$ cat config.mk
export PLATFORM = sky130hd
export DESIGN_NAME = axi_excl_monitor
export DESIGN_NICKNAME = d
export VERILOG_FILES = /design/src/rtl/axi_excl_monitor.sv
export SDC_FILE = /design/constraint.sdc
export NUM_CORES = 1
export LEC_CHECK = 0
export CAP_MARGIN = 25
export CORE_ASPECT_RATIO = 1.1
export CORE_MARGIN = 1.5
export CORE_UTILIZATION = 35
export CTS_CLUSTER_DIAMETER = 30
export DETAILED_ROUTE_END_ITERATION = 6
export PLACE_DENSITY = 0.48
export SLEW_MARGIN = 20
export SYNTH_ARGS = -nofsm -noshare
export SYNTH_HDL_FRONTEND = slang
export SYNTH_SLANG_ARGS = --single-unit
$ cat constraint.sdc
create_clock -name aclk -period 7.75 [get_ports aclk]
set_input_delay 1.1625 -clock aclk [delete_from_list [all_inputs] [get_ports aclk]]
set_output_delay 1.1625 -clock aclk [all_outputs]
set_load 0.02 [all_outputs]
$ cat src/rtl/axi_excl_monitor.sv
// AXI exclusive-access monitor: snoops AR/AW handshakes, keeps one reservation per ID
// and reports pass/fail of each exclusive write. Optional counters: AXI_EXCL_MONITOR_STATS_EN.
module axi_excl_monitor #(
    parameter int ADDR_WIDTH = 16,
    parameter int ID_WIDTH   = 4,
    parameter int GRAN_BITS  = 6
) (
    input  logic                     aclk,
    input  logic                     aresetn,
    input  logic                     arvalid,
    input  logic                     arready,
    input  logic [ID_WIDTH-1:0]      arid,
    input  logic [ADDR_WIDTH-1:0]    araddr,
    input  logic                     arlock,
    input  logic                     awvalid,
    input  logic                     awready,
    input  logic [ID_WIDTH-1:0]      awid,
    input  logic [ADDR_WIDTH-1:0]    awaddr,
    input  logic                     awlock,
    output logic                     chk_valid,
    output logic [ID_WIDTH-1:0]      chk_id,
    output logic                     chk_exokay,
    output logic                     chk_fail,
    output logic [2**ID_WIDTH-1:0]   resv_valid
`ifdef AXI_EXCL_MONITOR_STATS_EN
    ,
    output logic [15:0]              stat_pass,
    output logic [15:0]              stat_fail
`endif
);

    localparam int NUM_IDS = 2**ID_WIDTH;

    // Tags are kept as the full-width shifted address; the upper GRAN_BITS bits are
    // always zero and get trimmed by synthesis, while every address bit stays consumed.
    typedef logic [ADDR_WIDTH-1:0] tag_t;

    logic [NUM_IDS-1:0] entry_valid;
    tag_t               entry_tag [NUM_IDS];
    logic [NUM_IDS-1:0] entry_valid_next;
    tag_t               entry_tag_next [NUM_IDS];

    logic ar_hs;
    logic aw_hs;
    tag_t ar_tag;
    tag_t aw_tag;
    logic wr_hit;
    logic excl_pass;
    logic excl_fail;
    logic clear_en;

    assign ar_hs  = arvalid & arready;
    assign aw_hs  = awvalid & awready;
    assign ar_tag = araddr >> GRAN_BITS;
    assign aw_tag = awaddr >> GRAN_BITS;

    assign wr_hit    = entry_valid[awid] && (entry_tag[awid] == aw_tag);
    assign excl_pass = aw_hs & awlock & wr_hit;
    assign excl_fail = aw_hs & awlock & ~wr_hit;
    assign clear_en  = aw_hs & (~awlock | wr_hit);

    // Write-side clearing uses pre-cycle state; the AR reservation is applied last so a
    // same-cycle reservation survives a write to its own granule.
    always_comb begin
        entry_valid_next = entry_valid;
        for (int i = 0; i < NUM_IDS; i++) begin
            entry_tag_next[i] = entry_tag[i];
            if (clear_en && entry_valid[i] && (entry_tag[i] == aw_tag)) begin
                entry_valid_next[i] = 1'b0;
            end
        end
        if (ar_hs && arlock) begin
            entry_valid_next[arid] = 1'b1;
            entry_tag_next[arid]   = ar_tag;
        end
    end

    always_ff @(posedge aclk or negedge aresetn) begin
        if (!aresetn) begin
            entry_valid <= '0;
            for (int i = 0; i < NUM_IDS; i++) begin
                entry_tag[i] <= '0;
            end
        end else begin
            entry_valid <= entry_valid_next;
            for (int i = 0; i < NUM_IDS; i++) begin
                entry_tag[i] <= entry_tag_next[i];
            end
        end
    end

    always_ff @(posedge aclk or negedge aresetn) begin
        if (!aresetn) begin
            chk_valid  <= 1'b0;
            chk_id     <= '0;
            chk_exokay <= 1'b0;
            chk_fail   <= 1'b0;
        end else begin
            chk_valid  <= aw_hs;
            chk_id     <= aw_hs ? awid : '0;
            chk_exokay <= excl_pass;
            chk_fail   <= excl_fail;
        end
    end

    assign resv_valid = entry_valid;

`ifdef AXI_EXCL_MONITOR_STATS_EN
    always_ff @(posedge aclk or negedge aresetn) begin
        if (!aresetn) begin
            stat_pass <= '0;
            stat_fail <= '0;
        end else begin
            if (excl_pass && (stat_pass != 16'hFFFF)) begin
                stat_pass <= stat_pass + 16'd1;
            end
            if (excl_fail && (stat_fail != 16'hFFFF)) begin
                stat_fail <= stat_fail + 16'd1;
            end
        end
    end
`endif

endmodule
* Word-level counts from Yosys, hierarchy flattened
Cells that the tools add are included.
** Storage, ports and cells
- Flip-flop bits (word level) :: 279
- Output and inout bits :: 23
- Word-level logic and storage cells :: 120
** Cells by class
- Magnitude comparators :: 6
- Eq/ne operators :: 17
- Multiplexer cells :: 28
- Bitwise operators :: 12
- Reduce and logical (&&, ||, !) cells :: 36
** Operators by type and width (count)
- 16-bit by 10-bit equality test with 1-bit output :: 17
- 256-bit bitwise mux :: 1
- 16-bit binary-select mux with 4-bit select :: 1
- 16-bit demux with 4-bit select :: 1
- 16-bit two-way mux :: 4
- 1-bit logical AND :: 36
- 1-bit two-way mux :: 18
- 16-bit OR :: 1
- 5-bit greater-or-equal comparator, second input constant :: 2
- 4-bit by 5-bit < comparator with 1-bit output, second input constant :: 2
- 4-bit NOT with 5-bit output :: 2
- 1-bit bitwise AND :: 6
- 5-bit by 1-bit < comparator with 1-bit output, second input constant :: 1
- 1-bit binary-select mux with 4-bit select :: 1
- 1-bit demux with 4-bit select :: 1
- 4-bit by 1-bit greater-or-equal comparator with 1-bit output, second input constant :: 1
- 4-bit two-way mux :: 1
- 1-bit NOT :: 2
- 1-bit OR :: 1

* Depth between registers and ports, before layout
Gate-level depths: netlist (run 1).
- Depth after elaboration :: 13
- Depth in mapped cells :: 12

* Worst setup path after synthesis (run 1)
Ideal clock, no wire load.
- Path kind :: input to register
- From :: input awid[0]
- To :: register entry_valid[15], in the netlist resv_valid[15]
- Setup time :: 0.119 ns
- Data arrival time :: 3.396 ns
- Data required time :: 7.631 ns
- Setup slack :: 4.235 ns
- Cell stages on the path :: 8
- Path buffers :: 2
- Path through :: buf_6 -> buf_12 -> mux4_1 -> mux4_2 -> xnor2_1 -> nand4_1 -> or4_4 -> o21a_1
** Between the ends
- Word-level cells in the longest chain between the ends :: 13
** Ends and longest elaborated chain
- start: declaration :: RTL line 17 : input logic [ID_WIDTH-1:0] awid,
- 4-bit NOT with 5-bit output (not written as such) :: RTL line 57 : assign wr_hit = entry_valid[awid] && (entry_tag[awid] == aw_tag);
- 16-bit binary-select mux with 4-bit select :: RTL line 57
- 16-bit two-way mux (not written as such) (2 in a row) :: RTL line 57
- 16-bit by 10-bit equality test with 1-bit output :: RTL line 57
- 1-bit logical AND * :: RTL line 57
- 1-bit OR * :: RTL line 60 : assign clear_en = aw_hs & (~awlock | wr_hit);
- 1-bit bitwise AND * :: RTL line 60
- 1-bit logical AND * (2 in a row) :: RTL line 68 : if (clear_en && entry_valid[i] && (entry_tag[i] == aw_tag)) begin
- 1-bit two-way mux * :: RTL line 68
- 16-bit OR (no line)
- 16-bit two-way mux * :: RTL line 72 : if (ar_hs && arlock) begin
- net entry_valid_next[15] :: RTL line 40 : logic [NUM_IDS-1:0] entry_valid_next;
- end signal: assignment :: RTL line 85 : entry_valid <= entry_valid_next;
- end: declaration :: RTL line 38 : logic [NUM_IDS-1:0] entry_valid;
Mark *: on every way through the listed nets, which the timed path passes. The rest lies on a longest branch. The select of a mux whose other input is x is not followed.
A chain may end at the register's enable or synchronous reset.

* Worst setup path after layout (run 1)
- From :: input awid[0]
- To :: register chk_exokay
** Between the ends
- Word-level cells in the longest chain between the ends :: 7
** Ends and longest elaborated chain
- 4-bit NOT with 5-bit output (not written as such) :: RTL line 57
- 16-bit binary-select mux with 4-bit select :: RTL line 57
- 16-bit two-way mux (not written as such) (2 in a row) :: RTL line 57
- 16-bit by 10-bit equality test with 1-bit output :: RTL line 57
- 1-bit logical AND * :: RTL line 57
- 1-bit bitwise AND * :: RTL line 58 : assign excl_pass = aw_hs & awlock & wr_hit;
- net excl_pass :: RTL line 48 : logic excl_pass;
- end signal: assignment :: RTL line 101 : chk_exokay <= excl_pass;
- end: declaration :: RTL line 22 : output logic chk_exokay,
Marks and branches as above.

==> impl_metrics.csv, run 1 <==
group,metric,value,unit
detailed_routing,antenna_left,0,
worst_hold_path,hp-class,"reg2reg",
logic_synthesis,ys_ff_latch,183,
timing,timing.final.crit_share,58.99,%
logic_synthesis,netlist_instances,1040,
timing,min_period,4.571,ns
placement,place_congestion,0.8340,
detailed_routing,dr.pass1.iters,4,
placement,place_area,11560,um2
finish,finalNetCount,1116,
placement,dp_hpwl,22800,um
clocking,cts-buffers-inserted,17,
logic_synthesis,synth_edf_count,0,
worst_hold_path,holdPathEnd,"entry_tag[132]$_DFFE_PN0P_",
finish,fillCellCount,2922,
logic_synthesis,ys_types,46,
logic_synthesis,async_reset_ff_share,100.0,%
setup_path,cpMostUsedCell,"buf_4",
logic_synthesis,ys_warn_count,0,
timing,slew_headroom,31.14,%
clocking,htreeDepth,4,
clocking,postCtsSetupBuffers,0,
logic_synthesis,avgSynthCellArea,10.22,um2
logic_synthesis,synth_simple_gate_area_share,16.62,%
setup_path,start_kind,"primary input",
floorplanning,die_w,169.2,um
floorplanning,io_pins,71,
setup_path,cp_data_arrival_time,4.96,ns
finish,antenna_cells,0,
timing,setup-tns-final,0,ns
setup_path,crit_required,8.14,ns
setup_path,worstReg2RegStart,"entry_tag[193]$_DFFE_PN0P_",
setup_path,worst-path-max-fanout,41,
clocking,cts_tree,"built",
logic_synthesis,synth_adder_area_share,0,%
power_and_ir_drop,p_int,0.001861,W
power_and_ir_drop,p_comb_share,21.4,%
detailed_routing,post_drt_wl_per_cell,22.57,um
job,max_cap_viol_count,0,
logic_synthesis,synth_top_family_by_area,"multiplexers",
timing,timing.final.max_slew_violations,0,
detailed_routing,vias_per_cell,5.280,
setup_path,path_cells,"buf_4 -> buf_4 -> mux4_1 -> mux4_2 -> xnor2_1 -> nand4_1 -> nor4_4 -> and3_1",
timing,hold_violations,0,
grt,grt_max_degree,77,
timing,setup_viol,0,
logic_synthesis,syn-cell-area,10630,um2
floorplanning,start_util,35.76,%
grt,grt_pass1_wl,50200,um
grt,antenna_found_initial,0,
floorplanning,die_area,31430,um2
clocking,cts_root_buf,"clkbuf_16",
setup_path,r2r_end,"chk_exokay$_DFF_PN0_",
logic_synthesis,synth-compound-area-share,3.378,%
logic_synthesis,yosysSeqAreaShare,43.08,%
floorplanning,rows,66,
logic_synthesis,muxShareOfSynthArea,18.97,%
timing,worst_slew_pin_slew,1.029,ns
timing,skew,0.01822,ns
clocking,hold_buffers,0,
clocking,clkSlewWorstSetupHoldPaths,0.08,ns
setup_path,critPathSlowestCell,"nor4_4",
status,outcome,"complete, no violations",
finish,area_delta_synth_final,14.63,%
grt,grt_pass1_vias,7900,
logic_synthesis,synthTopCellsByArea,"dfrtp_1 (43%), mux2_2 (9.2%), nand2_1 (9.2%)",
floorplanning,core,29730,um2
power_and_ir_drop,p_switching,0.0008405,W
logic_synthesis,synth_xor_area_share,14.83,%
detailed_routing,drt_iter0_markers,456,
finish,final_cell_mix,"nand2_1 (260), dfrtp_1 (183), xor2_1 (110)",
setup_path,r2r_slack,4.72,ns
power_and_ir_drop,power_density,221.7,nW/um2
grt,overflow,0,
grt,grt_usage,21.88,%
power_and_ir_drop,p_leak,5.640,nW
logic_synthesis,synth_flop_cell,"dfrtp_1",
setup_path,ff2ff_path_depth,6,
logic_synthesis,synth_fp_nets,1088,
placement,port_buffers,58,
detailed_routing,via_count,7683,
detailed_routing,drt-total-wl,32830,um
power_and_ir_drop,netSwitchingFraction,31.11,%
worst_hold_path,hold_path_startpoint,"entry_tag[132]$_DFFE_PN0P_",
clocking,cts_buffer_depth,2,
clocking,cts_sinks,183,
setup_path,end_kind,"flip-flop",
floorplanning,die_h,185.8,um
finish,drive_above_1_share,16.56,%
detailed_routing,drc_errors,0,
clocking,worstSkewPairLatency,0.45,ns
finish,final_common_cell,"nand2_1",
power_and_ir_drop,clockPowerShare,34.1,%
timing,grt_setup_unrepaired,"no",
setup_path,crit_type,"in2reg",
logic_synthesis,synth_top_area_share,43.08,%
logic_synthesis,yosysTopAreaCell,"dfrtp_1",
power_and_ir_drop,peakVddDrop,0.1398,mV
worst_hold_path,holdPathStages,2,
clocking,cts_resized,0,
setup_path,cp_slowest_stage_delay,0.91,ns
power_and_ir_drop,seqPwrFrac,44.5,%
timing,fmax,218.7,MHz
finish,fin_area,12190,um2
## state kept, by name (all words and copies together), names as in the netlist
name / cells
chk_fail: 1
entry_tag: 160
chk_id: 4
resv_valid: 16
chk_exokay: 1
chk_valid: 1
## Yosys cell counts (2+ instances only)
cell type,instances
o21ba_1,3
nand2_1,260
a21oi_1,15
clkbuf_1,60
buf_2,3
mux4_1,7
xor2_1,110
nor2b_1,6
nor2_1,21
nand4_1,22
or3_1,2
nor4_1,29
o22ai_1,9
nand3_1,13
mux4_2,25
mux2_2,87
a22oi_1,4
and3_1,8
nor3_1,20
a221oi_1,3
nand2b_1,4
or4_1,5
xnor2_1,70
o211ai_1,2
buf_1,7
buf_4,4
dfrtp_1,183
o21ai_0,11
mux2i_1,29
a41oi_1,2
## worst max-delay path: cells and delay by family
family	cells	cell delay (ns)
buf+inv	2	1.10
mux	2	1.13
xor+xnor	1	0.16
simple gates	3	1.36
## power groups by stage
stage / clock network, W / registers [W] / logic, W
final: 0.000920 / 0.00120 / 0.000578
after global routing: 0.000977 / 0.00122 / 0.000633
after CTS: 0.000938 / 0.00120 / 0.000584
after detailed placement: 0 / 0.00122 / 0.000581
after global placement: 0 / 0.00122 / 0.000576
after floorplan: 0 / 0.00121 / 0.000373
## logic make-up after synthesis
logic type,count (synthesis)
AOI/OAI and AO/OA,55
xor gates and xnor gates,180
buffers and inverters,77
DFF,183
muxes,148
and+or+nand+nor,397
## through the flow
| step | utilization [%] | setup WS (ns) | power [W] | std cells | hold WS, ns |
|---|---|---|---|---|---|
| floorplan | - | 4.235 | 0.001582 | 1040 | 0.4801 |
| global placement | 38.81 | 2.743 | 0.001796 | 1419 | 0.4998 |
| detailed placement | 38.88 | 2.734 | 0.001803 | 1421 | 0.5071 |
| CTS | 40.90 | 3.175 | 0.002725 | 1453 | 0.5256 |
| global route | 40.99 | 2.952 | 0.002832 | 1455 | 0.5451 |
| finish | 40.99 | 3.179 | 0.002702 | 1455 | 0.5201 |
## layout make-up
class	instances	area [um2]	area share [%]
Clock buffer	19	442.9	3.635
Clock inverter	13	157.7	1.294
Inverter	1	3.754	0.03080
Multi-Input combinational cell	780	5747	47.16
Sequential cell	183	4579	37.58
Tap cell	374	467.9	3.840
Timing Repair Buffer	85	787.0	6.459
## routing by layer
metal  vias up  global-route usage [%]  wire [um]  share of wire, %
li1       3621                       -          -                 -
met1      3917                   28.96      15040                46
met2       117                   37.17      16220                49
met3        28                   2.849        808               2.5
met4         0                   6.938        772               2.4
met5         -                       0          0                 0
## how the worst max path moves through the flow
stage / start / to / slack [ns] / depth (start not counted)
after floorplan: awid[0] / resv_valid[15]$_DFF_PN0_ / 4.23 / 8
after global placement: awid[0] / chk_exokay$_DFF_PN0_ / 2.74 / 8
after detailed placement: awid[0] / chk_exokay$_DFF_PN0_ / 2.73 / 8
after CTS: awid[0] / chk_exokay$_DFF_PN0_ / 3.18 / 8
after global routing: awid[0] / resv_valid[9]$_DFF_PN0_ / 2.95 / 8
final: awid[0] / chk_exokay$_DFF_PN0_ / 3.18 / 8
Power figures use the tool's default switching activity.
==> run 2, diff against run 1 <==
==> constraint.sdc (replaced) <==
create_clock -name aclk -period 4.8 [get_ports aclk]
set_input_delay 0.72 -clock aclk [delete_from_list [all_inputs] [get_ports aclk]]
set_output_delay 0.72 -clock aclk [all_outputs]
set_load 0.02 [all_outputs]
==> run 2 against run 1 <==
Effect of this change:
- clock skew fell by 0.0018 ns
- final cell count grew 0.69%
- routed wire length is 1.0% lower
- clock-buffer cell count is 2 lower
==> impl_metrics.csv, run 2 (synthesis results as in run 1) <==
group,metric,value,unit
clocking,htreeDepth,4,
clocking,cts_sinks,183,
grt,grt_usage,21.42,%
detailed_routing,drc_errors,0,
clocking,worstSkewPairLatency,0.44,ns
detailed_routing,via_count,7696,
clocking,cts-buffers-inserted,17,
timing,timing.final.crit_share,67.54,%
setup_path,start_kind,"primary input",
placement,port_buffers,58,
detailed_routing,vias_per_cell,5.253,
clocking,cts_tree,"built",
finish,final_cell_mix,"nand2_1 (260), dfrtp_1 (183), xor2_1 (110)",
floorplanning,start_util,35.76,%
clocking,cts_buffer_depth,2,
clocking,hold_buffers,0,
setup_path,critPathBufInv,1,
floorplanning,core,29730,um2
power_and_ir_drop,seqPwrFrac,44.6,%
placement,pre_cts_slack,1.137,ns
detailed_routing,post_drt_wl_per_cell,22.18,um
timing,setup_slack,1.558,ns
status,outcome,"complete, no violations",
worst_hold_path,hp-class,"in2async",
setup_path,end_kind,"flip-flop",
timing,grt_setup_unrepaired,"no",
setup_path,cp_slowest_stage_delay,0.65,ns
clocking,postCtsSetupBuffers,0,
detailed_routing,dr.pass1.iters,7,
finish,area_delta_synth_final,15.37,%
timing,fmax,308.5,MHz
job,max_cap_viol_count,0,
grt,grt_max_degree,64,
floorplanning,io_pins,71,
floorplanning,die_h,185.8,um
placement,place_congestion,0.8364,
placement,dp_hpwl,23800,um
timing,worst_slew_pin_slew,0.9609,ns
timing,slew_headroom,35.70,%
floorplanning,die_area,31430,um2
timing,setup-tns-final,0,ns
power_and_ir_drop,p_int,0.003003,W
clocking,cts_resized,0,
power_and_ir_drop,p_comb_share,21.5,%
timing,hold_slack,0.2757,ns
timing,min_period,3.242,ns
finish,drive_above_1_share,17.42,%
clocking,cts_root_buf,"clkbuf_16",
power_and_ir_drop,p_leak,5.689,nW
setup_path,path_cells,"buf_2 -> nand2_1 -> o22ai_1 -> a221oi_1 -> xnor2_1 -> a41oi_1 -> or4_4 -> o21ba_1",
grt,antenna_found_initial,0,
power_and_ir_drop,netSwitchingFraction,31.20,%
grt,overflow,0,
setup_path,crit_type,"in2reg",
setup_path,critPathSlowestCell,"buf_2",
setup_path,worst-path-max-fanout,27,
detailed_routing,drt_iter0_markers,503,
power_and_ir_drop,power_density,355.9,nW/um2
timing,timing.final.max_slew_violations,0,
finish,regMostFlops,"entry_tag",
setup_path,crit_required,5.13,ns
finish,fillCellCount,2902,
finish,final_common_cell,"nand2_1",
finish,final_core_util,41.25,%
setup_path,cp_data_arrival_time,3.57,ns
grt,grt_pass1_wl,49320,um
grt,grt_pass1_vias,7819,
power_and_ir_drop,peakVddDrop,0.2324,mV
power_and_ir_drop,clockPowerShare,33.9,%
detailed_routing,drt-total-wl,32490,um
power_and_ir_drop,p_total,0.004365,W
finish,finalNetCount,1126,
finish,largest_reg_flops,160,
detailed_routing,antenna_left,0,
setup_path,r2r_slack,2.12,ns
timing,setup_viol,0,
timing,skew,0.01645,ns
floorplanning,die_w,169.2,um
setup_path,crit_family,"simple AND/OR/NAND/NOR gates",
timing,hold_violations,0,
floorplanning,rows,66,
power_and_ir_drop,p_switching,0.001362,W
finish,antenna_cells,0,
clocking,clkSlewWorstSetupHoldPaths,0.08,ns
[run 2: changes by cell type in the layout (fill, tap and decap cells not counted), sizes merged]
cell,before,now
clkbuf,20,18
clkinvlp,3,2
clkinv,0,6
buf,29,39
inv,9,6
[run 2: stage by stage]
stage               instance area [um2]  std cells
floorplan                         10630       1040
global placement                  11640       1432
detailed placement                11640       1432
CTS                               12260       1464
global route                      12260       1465
finish                            12260       1465
[run 2: cell type report]
cell class	instances	area, um2	area share [%]
inverter	1	3.754	0.03061
multi-input combinational	780	5732	46.74
timing repair buffer	95	867.1	7.070
tap	374	467.9	3.816
clock inverter	15	188.9	1.540
clock buffer	17	425.4	3.469
sequential	183	4579	37.34
[run 2: per-layer routing]
layer | share of wire, % | track usage (%)
met2 | 49 | 36.58
met4 | 1.9 | 6.230
met3 | 2.8 | 2.892
met1 | 46 | 28.35
met5 | 0 | 0
[run 2: power by group through the flow]
stage                     clock network, W  logic [W]  registers [W]
after global placement                   0   0.000939        0.00197
after CTS                          0.00152   0.000950        0.00195
final                              0.00148   0.000938        0.00195
after detailed placement                 0   0.000944        0.00198
after floorplan                          0   0.000603        0.00195
after global routing               0.00158    0.00102        0.00198
[run 2: worst paths after layout]
path | endpoint | depth (start not counted) | from
worst max-delay path | resv_valid[12]$_DFF_PN0_ | 8 | awid[2]
worst min-delay path | entry_tag[66]$_DFFE_PN0P_ | 1 | aresetn
worst max register to register | resv_valid[12]$_DFF_PN0_ | 6 | entry_tag[193]$_DFFE_PN0P_
worst min register to register | entry_tag[152]$_DFFE_PN0P_ | 2 | entry_tag[152]$_DFFE_PN0P_
max in group asynchronous | entry_tag[41]$_DFFE_PN0P_ | 2 | aresetn
min in group aclk | entry_tag[152]$_DFFE_PN0P_ | 2 | entry_tag[152]$_DFFE_PN0P_
==> run 3, diff against run 2 <==
--- a/config.mk
+++ b/config.mk
@@ -11,7 +11,7 @@
 export CORE_UTILIZATION = 35
 export CTS_CLUSTER_DIAMETER = 30
 export DETAILED_ROUTE_END_ITERATION = 6
-export PLACE_DENSITY = 0.48
+export PLACE_DENSITY = 0.5
 export SLEW_MARGIN = 20
 export SYNTH_ARGS = -nofsm -noshare
 export SYNTH_HDL_FRONTEND = slang
==> constraint.sdc (replaced) <==
create_clock -name aclk -period 2.9 [get_ports aclk]
set_input_delay 0.435 -clock aclk [delete_from_list [all_inputs] [get_ports aclk]]
set_output_delay 0.435 -clock aclk [all_outputs]
set_load 0.02 [all_outputs]
==> run 3 against run 2 <==
Effect of this change:
- flip-flop and latch count did not move
- clock power rose by 84%
- combinational power rose by 78%
- final area rose by 5.7%
- final cell count rose by 4.0%
- non-clock buffer count rose by 59
- total power rose by 74%
- global-route usage rose by 0.79 points
- routed wire length rose by 2.8%
- largest cell class unchanged
- largest power group unchanged
- highest routed layer unchanged
==> impl_metrics.csv, run 3 (synthesis results as in run 1) <==
group,metric,value,unit
status,outcome,"complete, no violations",
detailed_routing,drc_errors,0,
setup_path,end_kind,"flip-flop",
placement,port_buffers,58,
timing,hold_slack,0.5026,ns
finish,fillCellCount,2864,
finish,largest_reg_flops,160,
power_and_ir_drop,netSwitchingFraction,29.11,%
finish,antenna_cells,0,
floorplanning,core,29730,um2
setup_path,crit_required,3.22,ns
finish,final_cell_mix,"nand2_1 (260), dfrtp_1 (183), xor2_1 (110)",
grt,grt_pass1_vias,8271,
timing,min_period,2.806,ns
setup_path,crit_type,"in2reg",
placement,place_congestion,0.8643,
detailed_routing,drt_iter0_markers,475,
timing,fmax,356.4,MHz
floorplanning,die_area,31430,um2
power_and_ir_drop,seqPwrFrac,42.4,%
grt,grt_usage,22.20,%
detailed_routing,antenna_left,0,
floorplanning,io_pins,71,
finish,final_core_util,43.60,%
clocking,cts_tree,"built",
clocking,cts-buffers-inserted,17,
detailed_routing,drt-total-wl,33390,um
finish,multi_input_area,5738,um2
floorplanning,start_util,35.76,%
timing,timing.final.max_slew_violations,0,
worst_hold_path,hp-class,"in2async",
detailed_routing,via_count,8091,
timing,setup-tns-final,0,ns
power_and_ir_drop,p_switching,0.002216,W
power_and_ir_drop,peakVddDrop,0.4335,mV
power_and_ir_drop,p_int,0.005398,W
job,max_cap_viol_count,0,
grt,grt_pass1_wl,51550,um
grt,overflow,0,
power_and_ir_drop,p_leak,6.095,nW
clocking,cts_root_buf,"clkbuf_16",
detailed_routing,vias_per_cell,5.309,
finish,drive_above_1_share,21.39,%
placement,dp_hpwl,24820,um
detailed_routing,post_drt_wl_per_cell,21.91,um
clocking,postCtsSetupBuffers,0,
timing,slew_headroom,33.13,%
detailed_routing,dr.pass1.iters,5,
grt,grt_max_degree,65,
finish,final_common_cell,"nand2_1",
grt,antenna_found_initial,0,
finish,ff_latch_area,4579,um2
timing,grt_setup_unrepaired,"no",
timing,skew,0.01286,ns
floorplanning,die_h,185.8,um
finish,regMostFlops,"entry_tag",
timing,hold_violations,0,
floorplanning,rows,66,
clocking,cts_sinks,183,
setup_path,worst-path-max-fanout,6,
timing,worst_slew_pin_slew,1.000,ns
clocking,clkSlewWorstSetupHoldPaths,0.07,ns
setup_path,start_kind,"primary input",
setup_path,cp_data_arrival_time,3.13,ns
clocking,worstSkewPairLatency,0.44,ns
floorplanning,die_w,169.2,um
power_and_ir_drop,clockPowerShare,35.7,%
timing,setup_viol,0,
finish,area_delta_synth_final,21.94,%
clocking,htreeDepth,4,
power_and_ir_drop,p_comb_share,21.9,%
finish,finalNetCount,1185,
timing,timing.final.crit_share,96.74,%
clocking,cts_buffer_depth,2,
power_and_ir_drop,power_density,587.4,nW/um2
==> run 3: routing by layer <==
metal	wire (um)	GRT usage (%)	share of wire [%]	vias up
li1	-	-	-	3763
met1	14680	28.39	44	4124
met2	16760	38.45	50	161
met3	885	2.318	2.7	43
met4	1064	9.097	3.2	0
met5	0	0	0	-
==> run 3: timing repair <==
item | in CTS | in global routing
gates resized for setup | 0 | 2
hold endpoints to repair | 44 | 0
hold buffers | 1 | 0
endpoints found under the setup margin | 0 | 4
==> run 3: final timing paths <==
path                       cells past startpoint  slack, ns                  startpoint                          to
hold reg to reg                                2       0.52   entry_tag[38]$_DFFE_PN0P_   entry_tag[38]$_DFFE_PN0P_
hold / removal                                 2       0.50                     aresetn  entry_tag[212]$_DFFE_PN0P_
setup reg to reg                               8       0.10  entry_tag[193]$_DFFE_PN0P_     resv_valid[4]$_DFF_PN0_
setup / recovery                              11       0.09                     awid[0]     resv_valid[4]$_DFF_PN0_
min in group aclk                              2       0.52   entry_tag[38]$_DFFE_PN0P_   entry_tag[38]$_DFFE_PN0P_
max in group asynchronous                      3       1.57                     aresetn   entry_tag[49]$_DFFE_PN0P_
==> run 3: worst max-delay path: stages <==
cell             delay, ns
buf_4                 0.13
buf_4                 0.20
buf_4                 0.15
mux4_2                0.51
mux2i_1               0.27
xor2_1                0.25
a41oi_1               0.17
buf_4                 0.17
nor4_4                0.40
clkdlybuf4s15_2       0.35
a21oi_1               0.09
==> run 3: layout make-up <==
class / count / area share (%)
Clock buffer: 19 / 3.417
Clock inverter: 13 / 1.824
Inverter: 1 / 0.02896
Multi-Input combinational cell: 780 / 44.27
Sequential cell: 183 / 35.33
Tap cell: 374 / 3.610
Timing Repair Buffer: 154 / 11.53
==> run 3: metrics by stage <==
stage,total power (W),setup WS [ns],instance area (um2),instances
floorplan,0.004227,0.1124,10630,1040
global placement,0.004914,-0.2933,12250,1490
detailed placement,0.004941,-0.2975,12250,1490
CTS,0.007679,0.04854,12940,1523
global route,0.007945,0.01398,12960,1524
finish,0.007615,0.09441,12960,1524
==> run 3: power by group through the flow <==
stage | Sequential (W) | Clock [W] | Combinational (W)
floorplan | 0.00323 | 0 | 0.000997
global placement | 0.00327 | 0 | 0.00164
detailed placement | 0.00328 | 0 | 0.00166
CTS | 0.00323 | 0.00278 | 0.00167
global route | 0.00328 | 0.00286 | 0.00181
finish | 0.00323 | 0.00272 | 0.00167
